## src/rtl/sprite_ram_writer_pkg.sv

```systemverilog
// Shared sprite definitions: tile geometry, writer state type and the RAM word layout.
// The pixel controller imports this package, so it unpacks words with the same layout.
package sprite_pkg;

    localparam int TILE_W      = 50;
    localparam int TILE_H      = 50;
    localparam int TILE_PIXELS = TILE_W * TILE_H;
    localparam int NUM_TILES   = 8;
    localparam int ADDR_W      = 16;
    localparam int CNT_W       = $clog2(TILE_PIXELS);

    typedef enum logic [2:0] {
        ST_IDLE,
        ST_LOAD,
        ST_WRITE,
        ST_CHECK,
        ST_DONE
    } state_t;

    // RAM word layout: {8'h00, blue, green, red}
    function automatic logic [31:0] pack_rgb(input logic [7:0] r,
                                             input logic [7:0] g,
                                             input logic [7:0] b);
        return {8'h00, b, g, r};
    endfunction

endpackage

```

## src/rtl/sprite_ram_writer_if.sv

```systemverilog
// Byte stream handshake into the sprite writer.
interface sprite_ram_writer_if;
    logic [7:0] s_data;
    logic       s_valid;
    logic       s_ready;

    modport master (output s_data, output s_valid, input s_ready);
    modport slave  (input s_data, input s_valid, output s_ready);
endinterface

```

## src/rtl/sprite_ram_writer_rgb_byte_packer.sv

```systemverilog
// Collects R, G, B bytes in order and flags the byte that completes a pixel.
// The packed word is presented combinationally with the blue byte, so the
// caller registers it in the same cycle pixel_valid is high.
module rgb_byte_packer
    import sprite_pkg::*;
(
    input  logic        clk_vga,
    input  logic        reset_n,
    input  logic        clear,
    input  logic        byte_valid,
    input  logic [7:0]  byte_in,
    output logic        pixel_valid,
    output logic [31:0] word
);

    logic [1:0] idx_q, idx_d;
    logic [7:0] r_q, r_d;
    logic [7:0] g_q, g_d;

    // Byte index steering and red/green capture.
    always_comb begin
        idx_d = idx_q;
        r_d   = r_q;
        g_d   = g_q;
        if (clear) begin
            idx_d = 2'd0;
        end else if (byte_valid) begin
            case (idx_q)
                2'd0:    begin r_d = byte_in; idx_d = 2'd1; end
                2'd1:    begin g_d = byte_in; idx_d = 2'd2; end
                default: idx_d = 2'd0;
            endcase
        end
    end

    assign pixel_valid = byte_valid && !clear && (idx_q == 2'd2);
    assign word        = pack_rgb(r_q, g_q, byte_in);

    // Byte index and colour registers.
    always_ff @(posedge clk_vga) begin
        if (!reset_n) begin
            idx_q <= 2'd0;
            r_q   <= 8'h00;
            g_q   <= 8'h00;
        end else begin
            idx_q <= idx_d;
            r_q   <= r_d;
            g_q   <= g_d;
        end
    end

endmodule

```

## src/rtl/sprite_ram_writer.sv

```systemverilog
// Sprite RAM writer: streams R,G,B bytes of one 50x50 tile into the tile slot
// chosen by tile_id, one 32-bit word per pixel in row-major order.
// Optional feature macro: SPRITE_WRITER_CHECKSUM_EN adds a trailing checksum
// byte (mod-256 sum of all data bytes); a mismatch sets err.
//
// state    | meaning
// ---------+------------------------------------------------------------
// ST_IDLE  | waiting for start; invalid tile_id sets err
// ST_LOAD  | s_ready high, collecting the three bytes of one pixel
// ST_WRITE | one-cycle RAM write of the packed pixel
// ST_CHECK | s_ready high, waiting for the checksum byte (checksum build)
// ST_DONE  | one-cycle done pulse, then back to idle
module sprite_ram_writer
    import sprite_pkg::*;
(
    input  logic                  clk_vga,
    input  logic                  reset_n,
    input  logic                  start,
    input  logic [7:0]            tile_id,
    sprite_ram_writer_if.slave    s,
    output logic [ADDR_W-1:0]     ram_address,
    output logic [31:0]           ram_data,
    output logic                  ram_wren,
    output logic                  busy,
    output logic                  done,
    output logic                  err
);

    localparam logic [7:0]       MAX_ID   = 8'(NUM_TILES);
    localparam logic [CNT_W-1:0] LAST_PIX = CNT_W'(TILE_PIXELS - 1);

    state_t              state_q, state_d;
    logic [ADDR_W-1:0]   base_q, base_d;
    logic [CNT_W-1:0]    cnt_q, cnt_d;
    logic [ADDR_W-1:0]   ram_address_q, ram_address_d;
    logic [31:0]         ram_data_q, ram_data_d;
    logic                s_ready_q, s_ready_d;
    logic                ram_wren_q, ram_wren_d;
    logic                busy_q, busy_d;
    logic                done_q, done_d;
    logic                err_q, err_d;
`ifdef SPRITE_WRITER_CHECKSUM_EN
    logic [7:0]          sum_q, sum_d;
`endif

    logic                accept;
    logic                pack_clear;
    logic                pack_byte;
    logic                pix_valid;
    logic [31:0]         pix_word;

    assign accept    = s.s_valid && s_ready_q;
    assign pack_byte = accept && (state_q == ST_LOAD);

    rgb_byte_packer u_packer (
        .clk_vga     (clk_vga),
        .reset_n     (reset_n),
        .clear       (pack_clear),
        .byte_valid  (pack_byte),
        .byte_in     (s.s_data),
        .pixel_valid (pix_valid),
        .word        (pix_word)
    );

    // Next-state and next-output logic; outputs are registered from the next state.
    always_comb begin
        state_d       = state_q;
        base_d        = base_q;
        cnt_d         = cnt_q;
        ram_address_d = ram_address_q;
        ram_data_d    = ram_data_q;
        err_d         = err_q;
        pack_clear    = 1'b0;
`ifdef SPRITE_WRITER_CHECKSUM_EN
        sum_d         = sum_q;
`endif
        case (state_q)
            ST_IDLE: begin
                if (start) begin
                    if (tile_id < MAX_ID) begin
                        base_d     = ADDR_W'(tile_id) * ADDR_W'(TILE_PIXELS);
                        cnt_d      = '0;
                        err_d      = 1'b0;
                        pack_clear = 1'b1;
`ifdef SPRITE_WRITER_CHECKSUM_EN
                        sum_d      = 8'h00;
`endif
                        state_d    = ST_LOAD;
                    end else begin
                        err_d = 1'b1;
                    end
                end
            end
            ST_LOAD: begin
`ifdef SPRITE_WRITER_CHECKSUM_EN
                if (pack_byte) sum_d = sum_q + s.s_data;
`endif
                if (pix_valid) begin
                    ram_address_d = base_q + ADDR_W'(cnt_q);
                    ram_data_d    = pix_word;
                    state_d       = ST_WRITE;
                end
            end
            ST_WRITE: begin
                if (cnt_q == LAST_PIX) begin
`ifdef SPRITE_WRITER_CHECKSUM_EN
                    state_d = ST_CHECK;
`else
                    state_d = ST_DONE;
`endif
                end else begin
                    cnt_d   = cnt_q + CNT_W'(1);
                    state_d = ST_LOAD;
                end
            end
`ifdef SPRITE_WRITER_CHECKSUM_EN
            ST_CHECK: begin
                if (accept) begin
                    if (s.s_data != sum_q) err_d = 1'b1;
                    state_d = ST_DONE;
                end
            end
`endif
            ST_DONE:  state_d = ST_IDLE;
            default:  state_d = ST_IDLE;
        endcase

        s_ready_d  = (state_d == ST_LOAD) || (state_d == ST_CHECK);
        ram_wren_d = (state_d == ST_WRITE);
        busy_d     = (state_d != ST_IDLE) && (state_d != ST_DONE);
        done_d     = (state_d == ST_DONE);
    end

    // State and output registers.
    always_ff @(posedge clk_vga) begin
        if (!reset_n) begin
            state_q       <= ST_IDLE;
            base_q        <= '0;
            cnt_q         <= '0;
            ram_address_q <= '0;
            ram_data_q    <= 32'h0;
            s_ready_q     <= 1'b0;
            ram_wren_q    <= 1'b0;
            busy_q        <= 1'b0;
            done_q        <= 1'b0;
            err_q         <= 1'b0;
`ifdef SPRITE_WRITER_CHECKSUM_EN
            sum_q         <= 8'h00;
`endif
        end else begin
            state_q       <= state_d;
            base_q        <= base_d;
            cnt_q         <= cnt_d;
            ram_address_q <= ram_address_d;
            ram_data_q    <= ram_data_d;
            s_ready_q     <= s_ready_d;
            ram_wren_q    <= ram_wren_d;
            busy_q        <= busy_d;
            done_q        <= done_d;
            err_q         <= err_d;
`ifdef SPRITE_WRITER_CHECKSUM_EN
            sum_q         <= sum_d;
`endif
        end
    end

    assign s.s_ready   = s_ready_q;
    assign ram_address = ram_address_q;
    assign ram_data    = ram_data_q;
    assign ram_wren    = ram_wren_q;
    assign busy        = busy_q;
    assign done        = done_q;
    assign err         = err_q;

endmodule

```

## src/flat_wrapper.sv

```systemverilog
// flat-port wrapper written by rule: the top's interface ports become plain ports
module sprite_ram_writer_flat import sprite_pkg::*;
  (clk_vga, reset_n, start, tile_id, ram_address, ram_data, ram_wren, busy, done, err, s_s_data, s_s_valid, s_s_ready);
  sprite_ram_writer_if s_i ();
  input  logic clk_vga;
  input  logic reset_n;
  input  logic start;
  input  logic [7:0] tile_id;
  output logic [ADDR_W-1:0] ram_address;
  output logic [31:0] ram_data;
  output logic ram_wren;
  output logic busy;
  output logic done;
  output logic err;
  input wire logic [$bits(s_i.s_data)-1:0] s_s_data;
  input wire logic [$bits(s_i.s_valid)-1:0] s_s_valid;
  output wire logic [$bits(s_i.s_ready)-1:0] s_s_ready;
  assign s_i.s_data = s_s_data;
  assign s_i.s_valid = s_s_valid;
  assign s_s_ready = s_i.s_ready;
  sprite_ram_writer u_core (.clk_vga(clk_vga), .reset_n(reset_n), .start(start), .tile_id(tile_id), .s(s_i), .ram_address(ram_address), .ram_data(ram_data), .ram_wren(ram_wren), .busy(busy), .done(done), .err(err));
endmodule
```

## config.mk

```make
export PLATFORM = sky130hd
export DESIGN_NAME = sprite_ram_writer_flat
export DESIGN_NICKNAME = d
export VERILOG_FILES = /design/src/rtl/sprite_ram_writer_pkg.sv /design/src/rtl/sprite_ram_writer_if.sv /design/src/rtl/sprite_ram_writer_rgb_byte_packer.sv /design/src/rtl/sprite_ram_writer.sv /design/src/flat_wrapper.sv
export SDC_FILE = /design/constraint.sdc
export NUM_CORES = 1
export LEC_CHECK = 0
export ABC_AREA = 1
export CAP_MARGIN = 40
export CELL_PAD_IN_SITES_DETAIL_PLACEMENT = 2
export CELL_PAD_IN_SITES_GLOBAL_PLACEMENT = 2
export CORE_ASPECT_RATIO = 0.7
export CORE_MARGIN = 4
export CORE_UTILIZATION = 33
export CTS_BUF_LIST = sky130_fd_sc_hd__clkbuf_2
export CTS_CLUSTER_SIZE = 24
export DETAILED_ROUTE_END_ITERATION = 10
export PLACE_DENSITY_LB_ADDON = 0.1
export SYNTH_ARGS = -nofsm -noshare
export SYNTH_HDL_FRONTEND = slang
export SYNTH_SLANG_ARGS = --single-unit
```

## constraint.sdc

```tcl
create_clock -name clk_vga -period 10.68 [get_ports clk_vga]
set_input_delay 2.67 -clock clk_vga [delete_from_list [all_inputs] [get_ports clk_vga]]
set_output_delay 2.67 -clock clk_vga [all_outputs]
set_load 0.02 [all_outputs]
```

==> key figures <==
Timing
  • Final Hold Fails: 0
  • Max Slew Vio Count: 0
  • Post-route setup slack: 5.09 ns
  • Rel. slew slack: approximately half
  • RSZ-0062 raised after global routing: no
  • Final Cycle Share: between 50% and 60%
  • Fmax: 179 MHz
  • Worst-case clock skew: slightly below 0.04 ns
  • Fin crit period: around 5.6 ns
  • Setup-failing EPs final: 0
  • TNS Setup: 0 ns
  • Worst-margin pin slew: approximately 0.75 ns

Pwr
  • Max VDD drop: a little over 0.00004 V
  • Leak Pwr: 2.70 nW
  • Pwr Density: 110 mW/mm^2

Clocking
  • Clock Sinks: between 90 and 100
  • Post-CTS Setup Inserts: 0
  • Clk Latency, worst-skew pair: between 0.6 and 0.7 ns
  • Num CTS Buffers: 9
  • CTS max path bufs: 2
  • Clock-pin transition on the worst setup and hold timing paths: roughly 0.32 ns
  • H-tree depth: 3
  • Post-cts sizing count: 0
  • CTS tree: built
  • Hold buffer count at cts: 0
  • CTS Root Cell: clkbuf_2

Detailed routing
  • Metal2 WL: ~7700 um
  • DRT antenna net count: 0
  • Vias: 4842
  • Pre-antenna DRT Iters: 4
  • Residual DRC count: 0
  • Metal1 wirelength: between 9000 and 10000 um
  • WL met3: 449 um
  • Routed len/inst: between 15 and 20 um
  • 1st-iter DRT viols: 158
  • Max Used Layer: met4
  • Final WL: approximately 17000 um
  • Vias per std cell: about 4.9

Placement
  • Post-DP HPWL: roughly 14000 um
  • Placed cell count: around 960
  • Post-DP Area: 0.00613 mm^2
  • GPL Wtd Cong: around 0.83
  • Dpl ws: 4.38 ns
  • # port buffers: 64

Synth
  • EDFF count, synth: 0
  • Synthesized flop and latch total: 92
  • Post-synthesis sequential area ratio: 34.4%
  • Yosys warnings: 0
  • Post-synth top flop: dfxtp_1
  • Post-synth cell types: 43
  • Syn Area/Cell: between 7 and 8 um^2
  • Area of the mapped netlist: 0.00535 mm^2
  • Async SR Flop Fraction: 0%
  • Gate Count Post-Synth: ~720

Cells and area
  • Final Cell Area: 0.00624 mm^2
  • Final std cells w/o fill: 980
  • ANT cells: 0
  • Commonest non-fill, non-tap cell in the layout: nand2_1
  • Multi-input gate area: approximately 0.003 mm^2
  • Number of fill cells: about 1.8k
  • Final core occ: around two fifths
  • Register area: approximately 0.0018 mm^2
  • Nets@finish: between 800 and 900
  • Commonest cells after routing, fill and taps aside: nand2_1 (183), inv_1 (97), dfxtp_1 (92)
  • Layout cell share with drive strength beyond 1: between 7 and 8%
  • P&R area growth vs syn: 16.7%

Worst setup path
  • Setup crit end kind: register
  • Critical path class: input pin to register
  • Crit path arrival time: 6.18 ns
  • Req. time, crit path: 11.26 ns
  • R2r worst-path depth: 7
  • Crit path max fanout: 5
  • Crit path launch type: input pin

Floorplanning
  • Die Area: approximately 0.018 mm^2
  • Initial Utilization: about a third
  • Area of the core: ~0.016 mm^2
  • Row count: 38
  • Chip width: around 160 um
  • Die H: 115 um
  • # IOs: between 70 and 80

Global route
  • Total Routing Usage GR: around 19%
  • Initial antenna violation count: 0
  • Vias in the first global route: about 5.4k
  • Total gr overflow: 0
  • Largest net degree at the start of global routing: 56
  • First-pass GRT wire length: 28600 um

Status
  • Status: finished, final reports clean

Min path
  • Worst min path class: register to register
  • Hold Crit Depth: 2

Job
  • Max-cap violations: 0
## area by class of cell
cell class | instances | area share, %
Timing Repair Buffer | 67 | 10.9
Clock inverter | 7 | 1.10
Inverter | 105 | 6.32
Tap cell | 200 | 4.01
Clock buffer | 9 | 0.722
Multi-Input combinational cell | 500 | 47.4
Sequential cell | 92 | 29.5
## path summary, 6_finish.rpt
| path | to | slack [ns] | startpoint |
|---|---|---|---|
| max | u_core.base_q[14] | 5.09 | tile_id[5] |
| min | u_core.err | 0.47 | u_core.err |
| max reg2reg | u_core.ram_data[16] | 8.22 | u_core.state_q[2] |
| min reg2reg | u_core.err | 0.47 | u_core.err |
## cells in the mapped netlist (6+ instances only)
master,number,share of area [%]
a21oi_1,57,5.3
a22o_1,6,0.98
buf_2,8,0.75
buf_4,10,1.4
dfxtp_1,92,34
fa_1,13,4.9
ha_1,40,9.4
inv_1,97,6.8
inv_2,8,0.56
nand2_1,183,13
nand3_1,41,3.8
nand3_2,10,1.9
nand4_1,10,1.2
nor2_1,58,4.1
nor3_1,11,1.0
o21ai_0,12,1.1
o21ai_1,6,0.56
xor2_1,7,1.1
## through the flow
step | hold WS (ns) | power (W)
5_1_grt | 0.505 | 0.000730
3_3_place_gp | 0.432 | 0.000499
3_5_place_dp | 0.445 | 0.000509
2_1_floorplan | 0.421 | 0.000461
4_1_cts | 0.473 | 0.000695
6_report | 0.473 | 0.000687
## critical path, cell delays in order
cell             delay [ns]
clkdlybuf4s50_1        0.52
fa_1                   0.63
fa_1                   0.44
ha_1                   0.29
inv_1                  0.05
fa_1                   0.54
inv_1                  0.05
ha_1                   0.37
nand2_1                0.07
inv_1                  0.07
nand4_1                0.10
nand4_1                0.10
nand2_1                0.05
o21ai_0                0.16
inv_1                  0.05
## registers in the layout, indices dropped and copies added, names as in the netlist
register,count
u_core.done,1
u_core.ram_wren,1
u_core.ram_address,16
u_core.u_packer.r_q,8
u_core.u_packer.g_q,8
u_core.u_packer.idx_q,2
u_core.busy,1
u_core.cnt_q,12
u_core.ram_data,24
u_core.err,1
u_core.state_q,3
u_core.s.s_ready,1
u_core.base_q,14
## cells by family (layout without fill, tap and decap cells)
| group | Yosys count | count (layout) | share of synthesized area, % |
|---|---|---|---|
| adder cells (fa/ha/maj) | 53 | 53 | 14.2 |
| XOR/XNOR | 11 | 11 | 1.80 |
| flip-flops | 92 | 92 | 34.4 |
| AO/OA/AOI/OAI | 98 | 98 | 10.6 |
| other | 1 | 8 | 0.0701 |
| buffers and inverters | 132 | 188 | 10.8 |
| AND/OR/NAND/NOR | 330 | 330 | 28.1 |
## power breakdown
group / switching, W / internal (W) / total [W]
clock network: 0.000149 / 0.0000368 / 0.000185
registers: 0.000000826 / 0.000346 / 0.000347
logic: 0.0000937 / 0.0000608 / 0.000154
## layer usage
layer,vias to the layer above,track usage [%]
li1,2390,-
met1,2391,27.2
met2,52,31.8
met3,9,3.71
met4,0,2.58
met5,-,0
Power figures use the tool's default switching activity.
==> patch (config.mk and constraints unchanged) <==
Change the package constant `ADDR_W` from 16 to 17.
--- a/src/rtl/sprite_ram_writer_pkg.sv
+++ b/src/rtl/sprite_ram_writer_pkg.sv
@@ -6,7 +6,7 @@
     localparam int TILE_H      = 50;
     localparam int TILE_PIXELS = TILE_W * TILE_H;
     localparam int NUM_TILES   = 8;
-    localparam int ADDR_W      = 16;
+    localparam int ADDR_W      = 17;
     localparam int CNT_W       = $clog2(TILE_PIXELS);
 
     typedef enum logic [2:0] {
Interface: changed (resized ram_address); port bits go from 73 to 74. The function was not compared with the original's and may differ.
==> patch against the original RTL <==
Sequential cell count up 2. Register-to-register slack better by 0.09 ns. Fmax down 6.2%. Design area up 1.4%. Synthesized cell count up 4.3%. Area after synthesis up 0.98%. Core utilization up 0.31 points. Sequential share of layout area up 0.23 points. Total power up 1.3%. Hold slack better by 0.0043 ns. Setup slack worse by 0.37 ns. Clock skew down 0.013 ns. Wire length up 2.3%. Critical endpoint is now u_core.base_q[16]. Largest cell class unchanged. Largest power group unchanged.
==> patch: results (changes against the original RTL) <==
status: finished clean
input/output buffers: 65 (+1.6%)
WL final: 17.7 mm (+2.3%)
nonclk inv count: 106 (+0.95%)
max_slew headroom: 60.1% (+9.8 points)
PwrDens: 110 nW/µm² (-0.11%)
Plain + repair buffers: 68 (+1.5%)
layout net count: 885 (+4.4%)
Post-synth top cells: 137 x nor2_1, 127 x nand2_1, 100 x inv_1
clock skew: 0.0264 ns (-0.0125 ns)
worst-case hold path end point: u_core.base_q[11]
Seq/Total Area, Yosys: 34.8% (+0.41 points)
met2 layer usage reported by global route: 32.1% (+0.29 points)
synthesized-area fraction occupied by adder cells: 15.2% (+1.0 points)
first-pass GRT wire length: 29.6 mm (+3.4%)
GRT Resource Usage Total: 19.8% (+0.50 points)
R2R depth: 9 (+2)
crit-path max FO: 6 (+1)
register bit count reported by yosys: 94 (+2.2%)
Multi-In Gates: 528 (+5.6%)
Flop+latch power: 0.355 mW (+2%)
internal power: 0.450 mW (+1.3%)
Compound-Gate Fraction of Synth Area: 10.5% (-0.13 points)
WL met1: 9.22 mm (+1.6%)
Pleak: 2.95 nW (+9.2%)
Final Power: 0.696 mW (+1.3%)
met3 wire length: 440 µm (-2.0%)
vias in the first global route: 5589 (+3.6%)
footprint of the multi-input gates: 2990 µm² (+0.97%)
routability cong.: 0.860 (+3.2%)
Signal buf overhead: 10.6% (-0.31 points)
Setup WS pre-CTS: 4.02 ns (-0.360 ns)
met3 GRT Util: 3.40% (-0.30 points)
largest cells by area after synthesis: dfxtp_1 35%, ha_1 10%, nor2_1 9.5%, nand2_1 8.8%, inv_1 6.9%
R2R setup slack: 8.31 ns (+0.09 ns)
Yosys cell types: 38 (-12%)
clk cell area share: 1.78% (-0.045 points)
largest net degree at the start of global routing: 57 (+1.8%)
Via density: 4.85 (-1.7%)
Post-Layout Cell Count: 1032 (+5.3%)
share of cells above drive strength 1: 4.56% (-3.1 points)
Layout fillers: 1923 (+5.7%)
CTS clock-pin slew for the worst setup and hold paths: 0.28 ns (-0.04 ns)
met1 Usage GRT: 28.3% (+1.1 points)
VDD IR max: 0.0473 mV (+15%)
Starting DRT DRC Count: 266 (+68%)
Fin Hold WS: 0.477 ns (+0.00432 ns)
Syn Area/Cell: 7.22 µm² (-3.2%)
clk pwr: 0.179 mW (-3%)
DP HPWL: 14.0 mm (+1.2%)
R2R Path Start: u_core.cnt_q[0]
area post-placement: 6210 µm² (+1.4%)
routed wl met2: 7.84 mm (+2.4%)
Storage cell area: 1880 µm² (+2.2%)
Worst R2R End: u_core.cnt_q[2]
Synth Area in XOR/XNOR: 1.95% (+0.14 points)
-- patch: cells by family (layout without fill, tap and decap cells) --
| logic type | Yosys count | after routing |
|---|---|---|
| adder cells (fa/ha/maj) | 58 | 58 |
| AO/OA/AOI/OAI | 107 | 107 |
| XOR/XNOR | 12 | 12 |
| AND/OR/NAND/NOR | 343 | 343 |
| buffers and inverters | 133 | 190 |
| other | 1 | 8 |
| flip-flops | 94 | 94 |
-- patch: worst max-delay path by stage --
| stage | from | to | slack, ns | depth (start not counted) |
|---|---|---|---|---|
| 3_5_place_dp | tile_id[5] | u_core.base_q[16] | 4.02 | 17 |
| 2_1_floorplan | tile_id[5] | u_core.base_q[16] | 5.04 | 16 |
| 5_1_grt | tile_id[5] | u_core.base_q[16] | 4.55 | 18 |
| 4_1_cts | tile_id[5] | u_core.base_q[16] | 4.72 | 18 |
| 6_report | tile_id[5] | u_core.base_q[16] | 4.71 | 18 |
| 3_3_place_gp | tile_id[5] | u_core.base_q[16] | 4.25 | 17 |
